===== src/rtl/cpu_run_ctrl.sv =====
`default_nettype none
// ============================================================================
// Module   : cpu_run_ctrl
// Brief    : Run/step/halt sequencer for the single-cycle CPU datapath.
//            Gates the datapath clock-enable, holds the core in reset, and
//            counts committed instructions.
// Revision : 1.0 - initial release
// ============================================================================
module cpu_run_ctrl #(
    parameter int          PC_W       = 32,
    parameter int          CNT_W      = 32,
    parameter int          RST_CYCLES = 4,
    parameter logic [31:0] HALT_INST  = 32'hFFFF_FFFF
) (
    input  logic             clk,
    input  logic             clrn,
    input  logic             run_req,
    input  logic             halt_req,
    input  logic             step_req,
    input  logic             bp_en,
    input  logic [PC_W-1:0]  bp_addr,
    input  logic [PC_W-1:0]  pc,
    input  logic [31:0]      inst,
    output logic             cpu_en,
    output logic             core_rst,
    output logic             halted,
    output logic [1:0]       state,
    output logic [1:0]       halt_cause,
    output logic [CNT_W-1:0] instr_cnt
);

    localparam logic [1:0] c_ST_RESET  = 2'd0;
    localparam logic [1:0] c_ST_HALTED = 2'd1;
    localparam logic [1:0] c_ST_RUN    = 2'd2;
    localparam logic [1:0] c_ST_STEP   = 2'd3;

    localparam logic [1:0] c_CAUSE_NONE = 2'd0;
    localparam logic [1:0] c_CAUSE_USER = 2'd1;
    localparam logic [1:0] c_CAUSE_BP   = 2'd2;
    localparam logic [1:0] c_CAUSE_HI   = 2'd3;

    localparam int                c_RC_W     = (RST_CYCLES > 1) ? $clog2(RST_CYCLES) : 1;
    localparam logic [c_RC_W-1:0] c_RST_LAST = c_RC_W'(RST_CYCLES - 1);
    localparam logic [CNT_W-1:0]  c_CNT_MAX  = {CNT_W{1'b1}};

    logic [1:0]        r_state;
    logic [c_RC_W-1:0] r_rst_cnt;
    logic [CNT_W-1:0]  r_cnt;
    logic [1:0]        r_cause;
    logic              r_skip;
    logic              r_step_q;
    logic              r_core_rst;
    logic              r_halted;

    logic       w_hi;
    logic       w_bp;
    logic       w_step_edge;
    logic       w_en;
    logic [1:0] w_nstate;
    logic [1:0] w_ncause;
    logic       w_nskip;

    assign w_hi        = (inst == HALT_INST);
    assign w_bp        = bp_en & (pc == bp_addr) & ~r_skip;
    assign w_step_edge = step_req & ~r_step_q;

    always_comb begin
        w_nstate = r_state;
        w_ncause = r_cause;
        w_nskip  = r_skip;
        w_en     = 1'b0;
        case (r_state)
            c_ST_RESET: begin
                if (r_rst_cnt == c_RST_LAST) begin
                    w_nstate = c_ST_HALTED;
                    w_ncause = c_CAUSE_NONE;
                end
            end
            c_ST_HALTED: begin
                // halt_req wins over both resume sources in the same cycle
                if (halt_req) begin
                    w_nstate = c_ST_HALTED;
                end else if (run_req) begin
                    w_nstate = c_ST_RUN;
                    w_nskip  = 1'b1;
                end else if (w_step_edge) begin
                    w_nstate = c_ST_STEP;
                    w_nskip  = 1'b1;
                end
            end
            c_ST_RUN: begin
                w_en    = ~(w_hi | w_bp | halt_req);
                w_nskip = 1'b0;
                if (w_hi) begin
                    w_nstate = c_ST_HALTED;
                    w_ncause = c_CAUSE_HI;
                end else if (w_bp) begin
                    w_nstate = c_ST_HALTED;
                    w_ncause = c_CAUSE_BP;
                end else if (halt_req) begin
                    w_nstate = c_ST_HALTED;
                    w_ncause = c_CAUSE_USER;
                end
            end
            c_ST_STEP: begin
                w_en     = ~w_hi;
                w_nskip  = 1'b0;
                w_nstate = c_ST_HALTED;
                w_ncause = w_hi ? c_CAUSE_HI : c_CAUSE_NONE;
            end
            default: begin
                w_nstate = c_ST_RESET;
            end
        endcase
    end

    // No commit can happen in a cycle where reset is being applied
    assign cpu_en = w_en & ~clrn;

    always_ff @(posedge clk) begin
        if (clrn) begin
            r_state    <= c_ST_RESET;
            r_rst_cnt  <= '0;
            r_cnt      <= '0;
            r_cause    <= c_CAUSE_NONE;
            r_skip     <= 1'b0;
            r_step_q   <= 1'b1;
            r_core_rst <= 1'b1;
            r_halted   <= 1'b0;
        end else begin
            r_state    <= w_nstate;
            r_cause    <= w_ncause;
            r_skip     <= w_nskip;
            r_step_q   <= step_req;
            r_core_rst <= (w_nstate == c_ST_RESET);
            r_halted   <= (w_nstate == c_ST_HALTED);
            if ((r_state == c_ST_RESET) && (r_rst_cnt != c_RST_LAST)) begin
                r_rst_cnt <= r_rst_cnt + 1'b1;
            end
            if (cpu_en && (r_cnt != c_CNT_MAX)) begin
                r_cnt <= r_cnt + 1'b1;
            end
        end
    end

    assign core_rst   = r_core_rst;
    assign halted     = r_halted;
    assign state      = r_state;
    assign halt_cause = r_cause;
    assign instr_cnt  = r_cnt;

endmodule
`default_nettype wire


===== config.mk =====
export PLATFORM = sky130hd
export DESIGN_NAME = cpu_run_ctrl
export DESIGN_NICKNAME = d
export VERILOG_FILES = /design/src/rtl/cpu_run_ctrl.sv
export SDC_FILE = /design/constraint.sdc
export NUM_CORES = 1
export LEC_CHECK = 0
export ABC_AREA = 0
export BUFFER_PORTS_ARGS = -buffer_cell sky130_fd_sc_hd__buf_2
export CAP_MARGIN = 20
export CORE_ASPECT_RATIO = 1.1
export CORE_MARGIN = 5
export CORE_UTILIZATION = 45
export CTS_CLUSTER_DIAMETER = 150
export DETAILED_ROUTE_END_ITERATION = 8
export PLACE_DENSITY = 0.88
export SETUP_SLACK_MARGIN = 0.15
export SYNTH_ARGS = -nofsm -noshare
export SYNTH_HDL_FRONTEND = slang
export SYNTH_SLANG_ARGS = --single-unit

===== constraint.sdc =====
create_clock -name clk -period 4.8 [get_ports clk]
set_input_delay 0.72 -clock clk [delete_from_list [all_inputs] [get_ports clk]]
set_output_delay 0.72 -clock clk [all_outputs]
set_load 0.05 [all_outputs]

==> reports/metrics.csv <==
metric,value,unit
syn_avg_cell_area,8.33,um2
port_buffers,140,
async_flop_share,0,%
fin_nets,546,
drcViolationCount,0,
cts_resized,0,
num_vias,2923,
yosys-top-cells-count,"dfxtp_1, nor2_1, xnor2_1",
top_usage_layer,met2,
grt_pass1_wl,12300,um
grt_pass1_vias,2733,
total_leakage_power,1.42,nW
hold_class,register to register,
cts_buffer_depth,2,
met2_usage,35.6,%
multi_input_area,0.00160,mm2
grt_setup_unrepaired,false,
tightest_slew,1130,ps
syn-num-nets,412,
fmax,277,MHz
dpl.cell_count,510,
finClkSkew,1.99,ps
cp.required,4080,ps
yosys_warnings,0,
grt_use_met1,25.9,%
dr.pass1.iters,5,
start_util,47.0,%
dieArea,0.00731,mm2
cp.arrival,2900,ps
ys_seq_area_share,32.8,%
period_share,75.3,%
maxCapViolCount,0,
cts_tree,built,
layout-drive-gt1-share,36.7,%
vias_per_cell,5.66,
slew_headroom,23.9,%
register_area,841,um2
ctsHoldBuffers,0,
status,"complete, no violations",
postRouteAntennaNets,0,
boundaryPins,141,
startpoint_type,input pin,
place.gp.congestion,0.979,
synth_largest_area_cell,dfxtp_1,
synthTopCellsByArea,"dfxtp_1, xnor2_1, nand4_1",
fillers,483,
ys.flop_type,dfxtp_1,
drt_iter0_markers,188,
num_antenna_cells,0,
fin_crit,3620,ps
die_w,82,um
met3_usage,4.64,%
ys_types,50,
cts_buffers,5,
syn-cell-area,0.00257,mm2
cp_max_fo,11,
pwr_density_cell,219,mW/mm2
insertion_delay,290,ps
tns,0,ps
cts_setup_buffers,0,
coreArea,0.00547,mm2
grt_usage,21.2,%
routed_wl,7820,um
htreeDepth,2,
cts-root-buf,clkbuf_8,
grt.overflow.total,0,
clk_pin_slew,70,ps
wl_per_cell,15.1,um
synth_seq_cells,42,
synth.most_common_cell,dfxtp_1,
clock_sinks,42,
final_hold_viol_count,0,
worst-setup-path-type,input pin to primary output,
instances_no_fill,516,
endpoint_kind,primary output,
synth_edf_count,0,
final_util,61.3,%
hpwlAfterDp,6230,um
ir_drop,0.000181,V
synth_cells,308,
synth_top_area_share,32.8,%
slew_viol_final,0,
grt_start_max_net_pins,38,
area_growth,30.6,%
setup_viol,0,
grt_antenna_before_repair,0,
die_h,89.2,um
num_rows,28,
power breakdown:
group | switching [mW] | internal [mW]
Sequential | 0.00809 | 0.360
Clock | 0.114 | 0.111
Combinational | 0.0740 | 0.0682
Total | 0.196 | 0.539
layer usage:
layer  vias up  wire length, um
li1       1409                -
met1      1348             3100
met2       138             3720
met3        28              732
met4         0              265
met5         -                0
logic make-up (layout without fill, tap and decap cells):
| group | Yosys count | after routing | synth area share [%] |
|---|---|---|---|
| simple gates | 130 | 130 | 28.9 |
| compound gates | 70 | 70 | 18.0 |
| flops | 42 | 42 | 32.8 |
| xor+xnor | 40 | 40 | 13.7 |
| buf+inv | 22 | 155 | 4.88 |
| fa+ha+maj | 2 | 2 | 0.975 |
| mux | 2 | 2 | 0.780 |
cell usage in the layout, fill, tap and decap left out, drive strengths merged, types with 3 or more instances in the layout:
cell type  instances
a21oi             21
buf              140
clkbuf             6
dfxtp             42
inv                9
nand2             23
nand3              9
nand4             26
nor2              25
nor3               8
nor4               7
o2111ai            3
o211ai             8
o21a               4
o21ai             15
o31ai              8
or2                5
or3               12
or4                9
xnor2             24
xor2              16
stage by stage:
stage | instance area (um2) | setup slack (ps) | hold slack [ps] | power (mW)
3_3_place_gp | 3270 | 1350 | 468 | 0.513
2_1_floorplan | 2570 | 1770 | 437 | 0.457
5_1_grt | 3350 | 1050 | 513 | 0.769
6_report | 3350 | 1180 | 504 | 0.735
4_1_cts | 3350 | 1240 | 499 | 0.738
3_5_place_dp | 3270 | 1180 | 489 | 0.518
final cells by class:
type | count | area share, %
Inverter | 9 | 1.01
Sequential cell | 42 | 25.1
Tap cell | 75 | 2.80
Timing Repair Buffer | 140 | 20.9
Multi-Input combinational cell | 244 | 47.7
Clock buffer | 6 | 2.46
worst max-delay path, stage by stage:
cell and delay [ps]:
buf_2 100, xor2_1 190, nor4b_1 100, a41oi_1 930, o21ai_0 350, nor2_1 210
buf_2 290
worst paths after layout:
check	start	to	slack, ps	depth (start not counted)
min reg2reg	r_skip$_SDFFE_PP0P_	r_skip$_SDFFE_PP0P_	500	2
max reg2reg	state[0]$_SDFF_PP0_	instr_cnt[28]$_SDFFE_PP0P_	1660	5
max	bp_addr[29]	cpu_en	1180	7
min	r_skip$_SDFFE_PP0P_	r_skip$_SDFFE_PP0P_	500	2
sequential cells by signal, indices dropped and copies added, names as in the netlist:
register / flops
core_rst: 1
r_skip: 1
state: 2
halted: 1
r_rst_cnt: 2
r_step_q: 1
instr_cnt: 32
halt_cause: 2
(Power assumes the default switching activity.)
